**config.mk**
```make
export PLATFORM = sky130hd
export DESIGN_NAME = pipe_de_fwd_flat
export DESIGN_NICKNAME = d
export VERILOG_FILES = /design/src/rtl/pipe_de_fwd_if.sv /design/src/rtl/pipe_de_fwd.sv /design/src/flat_wrapper.sv
export SDC_FILE = /design/constraint.sdc
export NUM_CORES = 1
export LEC_CHECK = 0
export CORE_AREA = 2 2 123 125
export CTS_CLUSTER_DIAMETER = 30
export DETAILED_ROUTE_END_ITERATION = 16
export DIE_AREA = 0 0 125 127
export PLACE_DENSITY = 0.81
export SLEW_MARGIN = 20
export SYNTH_ARGS = -nofsm -noshare
export SYNTH_HDL_FRONTEND = slang
export SYNTH_SLANG_ARGS = --single-unit
export TNS_END_PERCENT = 50
```
**constraint.sdc**
```tcl
create_clock -name clk -period 3.87 [get_ports clk]
set_clock_uncertainty 0.05 [all_clocks]
set_input_delay 1.161 -clock clk [delete_from_list [all_inputs] [get_ports clk]]
set_output_delay 1.161 -clock clk [all_outputs]
set_load 0.02 [all_outputs]
```
**src/rtl/pipe_de_fwd_if.sv**
```systemverilog
// rtl/pipe_de_fwd_if.sv - D/E pipeline register bus: D-stage inputs, hazard controls, M/W dest info, E-stage outputs
//
// Signals
//   D side   : PC_D, RD1_D, RD2_D, imm32_D, rs_D, rt_D, A3_D, ALUOp_D, BSel_D, RegWrite_D, Tnew_D
//   control  : stall, flush, hold_E
//   M/W info : A3_M, RegWrite_M, A3_W, RegWrite_W
//   E side   : PC_E, RD1_E, RD2_E, imm32_E, rs_E, rt_E, A3_E, ALUOp_E, BSel_E, RegWrite_E,
//              valid_E, Tnew_E, MF_ALUA_Sel, MF_ALUB_Sel
// Modports
//   master : the core side, drives D/control/M/W, reads E
//   slave  : the pipeline register itself

interface pipe_de_fwd_if;
  logic        stall;
  logic        flush;
  logic        hold_E;

  logic [31:0] PC_D;
  logic [31:0] RD1_D;
  logic [31:0] RD2_D;
  logic [31:0] imm32_D;
  logic [4:0]  rs_D;
  logic [4:0]  rt_D;
  logic [4:0]  A3_D;
  logic [1:0]  ALUOp_D;
  logic        BSel_D;
  logic        RegWrite_D;
  logic [1:0]  Tnew_D;

  logic [4:0]  A3_M;
  logic        RegWrite_M;
  logic [4:0]  A3_W;
  logic        RegWrite_W;

  logic [31:0] PC_E;
  logic [31:0] RD1_E;
  logic [31:0] RD2_E;
  logic [31:0] imm32_E;
  logic [4:0]  rs_E;
  logic [4:0]  rt_E;
  logic [4:0]  A3_E;
  logic [1:0]  ALUOp_E;
  logic        BSel_E;
  logic        RegWrite_E;
  logic        valid_E;
  logic [1:0]  Tnew_E;
  logic [1:0]  MF_ALUA_Sel;
  logic [1:0]  MF_ALUB_Sel;

  modport master (
    output stall, flush, hold_E,
    output PC_D, RD1_D, RD2_D, imm32_D, rs_D, rt_D, A3_D, ALUOp_D, BSel_D, RegWrite_D, Tnew_D,
    output A3_M, RegWrite_M, A3_W, RegWrite_W,
    input  PC_E, RD1_E, RD2_E, imm32_E, rs_E, rt_E, A3_E, ALUOp_E, BSel_E, RegWrite_E,
    input  valid_E, Tnew_E, MF_ALUA_Sel, MF_ALUB_Sel
  );

  modport slave (
    input  stall, flush, hold_E,
    input  PC_D, RD1_D, RD2_D, imm32_D, rs_D, rt_D, A3_D, ALUOp_D, BSel_D, RegWrite_D, Tnew_D,
    input  A3_M, RegWrite_M, A3_W, RegWrite_W,
    output PC_E, RD1_E, RD2_E, imm32_E, rs_E, rt_E, A3_E, ALUOp_E, BSel_E, RegWrite_E,
    output valid_E, Tnew_E, MF_ALUA_Sel, MF_ALUB_Sel
  );
endinterface

```
**src/rtl/pipe_de_fwd.sv**
```systemverilog
// rtl/pipe_de_fwd.sv - MIPS D/E pipeline register with E-stage forwarding select generation
//
// Ports
//   clk        : core clock, rising edge
//   reset      : asynchronous, active-low
//   bus        : pipe_de_fwd_if.slave (D inputs, stall/flush/hold_E, M/W dest info, E outputs)
//   bubble_cnt : [31:0] edges that loaded a bubble       (only with PIPE_DE_STATS_EN)
//   hold_cnt   : [31:0] edges that held E (flush low)     (only with PIPE_DE_STATS_EN)
// Configuration macro: PIPE_DE_STATS_EN adds the two statistics counters.

module pipe_de_fwd #(
  parameter logic [31:0] RESET_PC = 32'h0000_3000
) (
  input  logic          clk,
  input  logic          reset,
  pipe_de_fwd_if.slave  bus
`ifdef PIPE_DE_STATS_EN
  ,
  output logic [31:0]   bubble_cnt,
  output logic [31:0]   hold_cnt
`endif
);

  // pc is the first (most significant) field so the bubble constant below can
  // be built by concatenation.
  typedef struct packed {
    logic [31:0] pc;
    logic [31:0] rd1;
    logic [31:0] rd2;
    logic [31:0] imm;
    logic [4:0]  rs;
    logic [4:0]  rt;
    logic [4:0]  a3;
    logic [1:0]  alu_op;
    logic        bsel;
    logic        reg_write;
    logic [1:0]  tnew;
    logic        valid;
  } e_regs_t;

  localparam int EW = $bits(e_regs_t);
  localparam e_regs_t E_BUBBLE = e_regs_t'({RESET_PC, {(EW - 32){1'b0}}});

  e_regs_t e_q, e_d;

  always_comb begin
    e_d = e_q;
    if (bus.flush) begin
      e_d = E_BUBBLE;
    end else if (bus.hold_E) begin
      e_d = e_q;
    end else if (bus.stall) begin
      e_d = E_BUBBLE;
    end else begin
      e_d.pc        = bus.PC_D;
      e_d.rd1       = bus.RD1_D;
      e_d.rd2       = bus.RD2_D;
      e_d.imm       = bus.imm32_D;
      e_d.rs        = bus.rs_D;
      e_d.rt        = bus.rt_D;
      e_d.a3        = bus.A3_D;
      e_d.alu_op    = bus.ALUOp_D;
      e_d.bsel      = bus.BSel_D;
      e_d.reg_write = bus.RegWrite_D;
      // One stage of the result latency is consumed by D; never wrap below 0.
      e_d.tnew      = (bus.Tnew_D == 2'd0) ? 2'd0 : bus.Tnew_D - 2'd1;
      e_d.valid     = 1'b1;
    end
  end

  always_ff @(posedge clk or negedge reset) begin
    if (!reset) begin
      e_q <= E_BUBBLE;
    end else begin
      e_q <= e_d;
    end
  end

  // M result is younger than W, so it wins; $0 is hardwired and never forwarded.
  function automatic logic [1:0] fwd_sel(input logic [4:0] src,
                                         input logic [4:0] a3_m, input logic we_m,
                                         input logic [4:0] a3_w, input logic we_w);
    if (src != 5'd0 && we_m && a3_m == src) return 2'b10;
    if (src != 5'd0 && we_w && a3_w == src) return 2'b01;
    return 2'b00;
  endfunction

  assign bus.MF_ALUA_Sel = fwd_sel(e_q.rs, bus.A3_M, bus.RegWrite_M, bus.A3_W, bus.RegWrite_W);
  assign bus.MF_ALUB_Sel = fwd_sel(e_q.rt, bus.A3_M, bus.RegWrite_M, bus.A3_W, bus.RegWrite_W);

  assign bus.PC_E       = e_q.pc;
  assign bus.RD1_E      = e_q.rd1;
  assign bus.RD2_E      = e_q.rd2;
  assign bus.imm32_E    = e_q.imm;
  assign bus.rs_E       = e_q.rs;
  assign bus.rt_E       = e_q.rt;
  assign bus.A3_E       = e_q.a3;
  assign bus.ALUOp_E    = e_q.alu_op;
  assign bus.BSel_E     = e_q.bsel;
  assign bus.RegWrite_E = e_q.reg_write;
  assign bus.Tnew_E     = e_q.tnew;
  assign bus.valid_E    = e_q.valid;

`ifdef PIPE_DE_STATS_EN
  logic [31:0] bubble_cnt_q, bubble_cnt_d;
  logic [31:0] hold_cnt_q, hold_cnt_d;

  // Counters wrap naturally at 2^32.
  always_comb begin
    bubble_cnt_d = bubble_cnt_q;
    hold_cnt_d   = hold_cnt_q;
    if (bus.flush || (bus.stall && !bus.hold_E)) bubble_cnt_d = bubble_cnt_q + 32'd1;
    if (bus.hold_E && !bus.flush)                hold_cnt_d   = hold_cnt_q + 32'd1;
  end

  always_ff @(posedge clk or negedge reset) begin
    if (!reset) begin
      bubble_cnt_q <= 32'd0;
      hold_cnt_q   <= 32'd0;
    end else begin
      bubble_cnt_q <= bubble_cnt_d;
      hold_cnt_q   <= hold_cnt_d;
    end
  end

  assign bubble_cnt = bubble_cnt_q;
  assign hold_cnt   = hold_cnt_q;
`endif

endmodule

```
**src/flat_wrapper.sv**
```systemverilog
// flat-port wrapper written by rule: the top's interface ports become plain ports
module pipe_de_fwd_flat 
#(
  parameter logic [31:0] RESET_PC = 32'h0000_3000
)
  (clk, reset, bus_stall, bus_flush, bus_hold_E, bus_PC_D, bus_RD1_D, bus_RD2_D, bus_imm32_D, bus_rs_D, bus_rt_D, bus_A3_D, bus_ALUOp_D, bus_BSel_D, bus_RegWrite_D, bus_Tnew_D, bus_A3_M, bus_RegWrite_M, bus_A3_W, bus_RegWrite_W, bus_PC_E, bus_RD1_E, bus_RD2_E, bus_imm32_E, bus_rs_E, bus_rt_E, bus_A3_E, bus_ALUOp_E, bus_BSel_E, bus_RegWrite_E, bus_valid_E, bus_Tnew_E, bus_MF_ALUA_Sel, bus_MF_ALUB_Sel);
  pipe_de_fwd_if bus_i ();
  input  logic clk;
  input  logic reset;
  input wire logic [$bits(bus_i.stall)-1:0] bus_stall;
  input wire logic [$bits(bus_i.flush)-1:0] bus_flush;
  input wire logic [$bits(bus_i.hold_E)-1:0] bus_hold_E;
  input wire logic [$bits(bus_i.PC_D)-1:0] bus_PC_D;
  input wire logic [$bits(bus_i.RD1_D)-1:0] bus_RD1_D;
  input wire logic [$bits(bus_i.RD2_D)-1:0] bus_RD2_D;
  input wire logic [$bits(bus_i.imm32_D)-1:0] bus_imm32_D;
  input wire logic [$bits(bus_i.rs_D)-1:0] bus_rs_D;
  input wire logic [$bits(bus_i.rt_D)-1:0] bus_rt_D;
  input wire logic [$bits(bus_i.A3_D)-1:0] bus_A3_D;
  input wire logic [$bits(bus_i.ALUOp_D)-1:0] bus_ALUOp_D;
  input wire logic [$bits(bus_i.BSel_D)-1:0] bus_BSel_D;
  input wire logic [$bits(bus_i.RegWrite_D)-1:0] bus_RegWrite_D;
  input wire logic [$bits(bus_i.Tnew_D)-1:0] bus_Tnew_D;
  input wire logic [$bits(bus_i.A3_M)-1:0] bus_A3_M;
  input wire logic [$bits(bus_i.RegWrite_M)-1:0] bus_RegWrite_M;
  input wire logic [$bits(bus_i.A3_W)-1:0] bus_A3_W;
  input wire logic [$bits(bus_i.RegWrite_W)-1:0] bus_RegWrite_W;
  output wire logic [$bits(bus_i.PC_E)-1:0] bus_PC_E;
  output wire logic [$bits(bus_i.RD1_E)-1:0] bus_RD1_E;
  output wire logic [$bits(bus_i.RD2_E)-1:0] bus_RD2_E;
  output wire logic [$bits(bus_i.imm32_E)-1:0] bus_imm32_E;
  output wire logic [$bits(bus_i.rs_E)-1:0] bus_rs_E;
  output wire logic [$bits(bus_i.rt_E)-1:0] bus_rt_E;
  output wire logic [$bits(bus_i.A3_E)-1:0] bus_A3_E;
  output wire logic [$bits(bus_i.ALUOp_E)-1:0] bus_ALUOp_E;
  output wire logic [$bits(bus_i.BSel_E)-1:0] bus_BSel_E;
  output wire logic [$bits(bus_i.RegWrite_E)-1:0] bus_RegWrite_E;
  output wire logic [$bits(bus_i.valid_E)-1:0] bus_valid_E;
  output wire logic [$bits(bus_i.Tnew_E)-1:0] bus_Tnew_E;
  output wire logic [$bits(bus_i.MF_ALUA_Sel)-1:0] bus_MF_ALUA_Sel;
  output wire logic [$bits(bus_i.MF_ALUB_Sel)-1:0] bus_MF_ALUB_Sel;
  assign bus_i.stall = bus_stall;
  assign bus_i.flush = bus_flush;
  assign bus_i.hold_E = bus_hold_E;
  assign bus_i.PC_D = bus_PC_D;
  assign bus_i.RD1_D = bus_RD1_D;
  assign bus_i.RD2_D = bus_RD2_D;
  assign bus_i.imm32_D = bus_imm32_D;
  assign bus_i.rs_D = bus_rs_D;
  assign bus_i.rt_D = bus_rt_D;
  assign bus_i.A3_D = bus_A3_D;
  assign bus_i.ALUOp_D = bus_ALUOp_D;
  assign bus_i.BSel_D = bus_BSel_D;
  assign bus_i.RegWrite_D = bus_RegWrite_D;
  assign bus_i.Tnew_D = bus_Tnew_D;
  assign bus_i.A3_M = bus_A3_M;
  assign bus_i.RegWrite_M = bus_RegWrite_M;
  assign bus_i.A3_W = bus_A3_W;
  assign bus_i.RegWrite_W = bus_RegWrite_W;
  assign bus_PC_E = bus_i.PC_E;
  assign bus_RD1_E = bus_i.RD1_E;
  assign bus_RD2_E = bus_i.RD2_E;
  assign bus_imm32_E = bus_i.imm32_E;
  assign bus_rs_E = bus_i.rs_E;
  assign bus_rt_E = bus_i.rt_E;
  assign bus_A3_E = bus_i.A3_E;
  assign bus_ALUOp_E = bus_i.ALUOp_E;
  assign bus_BSel_E = bus_i.BSel_E;
  assign bus_RegWrite_E = bus_i.RegWrite_E;
  assign bus_valid_E = bus_i.valid_E;
  assign bus_Tnew_E = bus_i.Tnew_E;
  assign bus_MF_ALUA_Sel = bus_i.MF_ALUA_Sel;
  assign bus_MF_ALUB_Sel = bus_i.MF_ALUB_Sel;
  pipe_de_fwd #(.RESET_PC(RESET_PC)) u_core (.clk(clk), .reset(reset), .bus(bus_i));
endmodule
```
==> flow_summary.toml <==
[grt]
grt_pass1_wl_mm = 27.4
use_met2_pct = 36.2
grt_overflow_total = 0
use_met3_pct = 6.78
grt_max_degree = 149
antenna_found_initial = 0
track_usage_pct = 22.0
met1_usage_pct = 26.8
grt_pass1_vias = 5017
grt_busiest_layer = "met2"

[floorplan]
io_pins = 320
rows = 44
start_util_pct = 38.5
core-area_mm2 = 0.0144
die_area_mm2 = 0.0159
die_x_um = 125
die_h_um = 127

[route]
drc = 0
wl_mm = 17.5
drtIter0Drc = 266
viasPerCell = 5.22
wl_per_cell_um = 19.8
firstDrtPassIters = 4
num_vias = 4607
drtAntennaViolNets = 0

[setup_path]
end_kind = "output port"
critical_path_required_ns = 2.66
crit_arrival_ns = 2.68
startpoint_type = "input pin"
cp_max_fo = 2
worstSetupPathType = "input pin to output port"

[placement]
hpwl_mm = 12.4
io_buffers = 319
post-place-cells = 850
routabilityCongestion = 0.967

[timing]
finalSetupTns_ns = -0.0176
fmax_mhz = 257
fin_crit_ns = 3.89
setup_ws_ns = -0.0176
hold_violations = 0
holdWs_ns = 0.444
relSlewSlack_pct = 53.7
slew_viol_final = 0
rsz0062_at_grt = "true"
worstMarginPinSlew_ns = 0.695
finalCritPeriodShare_pct = 100
setup_viol = 1

[synth]
ys_ff_latch = 150
netlist_instances = 375
synth_compound_area_share_pct = 23.8
ys_warn_count = 0
synthFlopType = "dfrtp_1"
synth_mux_area_share_pct = 0
synth-simple-area-share_pct = 2.48
seq_area_frac_synth_pct = 67.7
synth_xor_area_share_pct = 3.16
synth.area.top_cells = "dfrtp_1, a22o_1, buf_2, xnor2_1, xor2_1"
synthAdderAreaFrac_pct = 0
syn_area_mm2 = 0.00555
synth_top_cell_by_area = "dfrtp_1"
avgSynthCellArea_um2 = 14.8
synth_top_family_by_area = "compound AO/OA/AOI/OAI gates"
yosysUniqueCellTypes = 26
synth_common_cells = "dfrtp_1, a22o_1, buf_2"
synth_top_cell_area_share_pct = 66.7
synth_most_common_cell = "dfrtp_1"
synth_edf_count = 0
async_reset_ff_share_pct = 100
syn_nets = 541

[finish]
final_nets = 851
area_growth_pct = 71.8
antenna_cells = 0
drive_gt1_share_pct = 7.16
final_util_pct = 66.1
finalNonFillerCells = 882
nFillCells = 1047

[cts]
clock_latency_ns = 0.41
cts_tree = "yes"
ctsHoldBuffers = 0
cts.sinks = 150
cts_made_buffers = 17
path_clk_slew_ns = 0.06
root_buffer = "clkbuf_16"
cts.path.max_buffers = 2
cts-htree-levels = 4

[pwr]
power.density_mw_per_mm2 = 417
p_leak_nw = 4.20
ir_drop_mv = 0.287

[run]
maxCapViolations = 0

[min_path]
hp-class = "flip-flop to flip-flop"

[outcome]
status = "finished, violations left"
violations = "setup timing"
## routing by layer
metal,vias up,share of wire (%)
met3,41,6.6
met5,-,0
met1,2286,40
li1,2059,-
met2,221,50
met4,0,3.5
## critical path: stages
cell	delay, ns
clkdlybuf4s50_1	0.52
xor2_1	0.23
nor4_2	0.10
a2111oi_2	0.44
buf_4	0.22
## flip-flops by register name, indices dropped and copies added (netlist names), 2 cells and up
name,flops
u_core.bus.rt_E,5
u_core.bus.rs_E,5
u_core.bus.Tnew_E,2
u_core.bus.PC_E,32
u_core.bus.imm32_E,32
u_core.bus.RD1_E,32
u_core.bus.ALUOp_E,2
u_core.bus.A3_E,5
u_core.bus.RD2_E,32
## through the flow
stage | total power [mW] | cell area (um2) | setup WS [ns]
finish | 3.97 | 9530 | -0.0176
global route | 4.13 | 9530 | -0.0623
CTS | 4.01 | 9540 | -0.00274
detailed placement | 2.24 | 8890 | -0.539
global placement | 2.23 | 8890 | -0.447
floorplan | 1.88 | 5550 | 0.392
## layout make-up
class | count | area, um2 | area share [%]
flip-flops and latches | 150 | 3760 | 39.4
well taps | 184 | 230 | 2.42
repair buffers | 323 | 3240 | 34.0
multi-input cells | 193 | 1660 | 17.5
clock inverters | 14 | 199 | 2.09
clock buffers | 18 | 439 | 4.61
## repair_timing
item	in CTS	in global routing
pin swaps	0	1
buffers inserted	0	0
resized for setup	16	4
setup endpoints to repair	4	3
## power breakdown
part           total [mW]  switching (mW)  internal, mW
registers            1.67          0.0410          1.63
logic               0.546           0.239         0.307
clock network        1.76           0.658          1.10
## path summary, 6_finish.rpt
check / from / to / slack (ns) / cells past startpoint
max reg2reg: u_core.bus.rs_E[1]$_DFFE_PN0P_ / u_core.bus.rs_E[1]$_DFFE_PN0P_ / 2.99 / 1
min: u_core.bus.Tnew_E[1]$_DFFE_PN0P_ / u_core.bus.Tnew_E[1]$_DFFE_PN0P_ / 0.44 / 1
max in group asynchronous: reset / u_core.bus.imm32_E[5]$_DFFE_PN0P_ / 2.29 / 2
min in group asynchronous: reset / u_core.bus.A3_E[4]$_DFFE_PN0P_ / 0.64 / 1
min reg2reg: u_core.bus.Tnew_E[1]$_DFFE_PN0P_ / u_core.bus.Tnew_E[1]$_DFFE_PN0P_ / 0.44 / 1
max: bus_A3_M[4] / bus_MF_ALUB_Sel[0] / -0.02 / 5
## placed cells by master (no fill, tap or decap), drive strengths merged, types with 2 or more instances in the layout
cell           synthesis  routed
dfstp                  2       2
clkbuf                 1      20
and3b                  2       2
nor4                   2       2
clkinvlp               0       4
dfrtp                148     148
nand2                  6       6
or4                    2       2
xor2                   8       8
a2111oi                2       2
xnor2                 12      12
a22o                 145     145
and2                   2       2
bufinv                 0       4
o22a                   2       2
inv                    0       2
clkdlybuf4s50          0     314
buf                   31       7
nand4                  2       2
clkinv                 0       4
nor2                   2       2
## cell families after synthesis
kind of cell | count (synthesis)
AO/OA/AOI/OAI | 151
flip-flops | 150
buffers and inverters | 32
AND/OR/NAND/NOR | 22
XOR/XNOR | 20
Note: power is estimated with default switching activity, not from simulation.
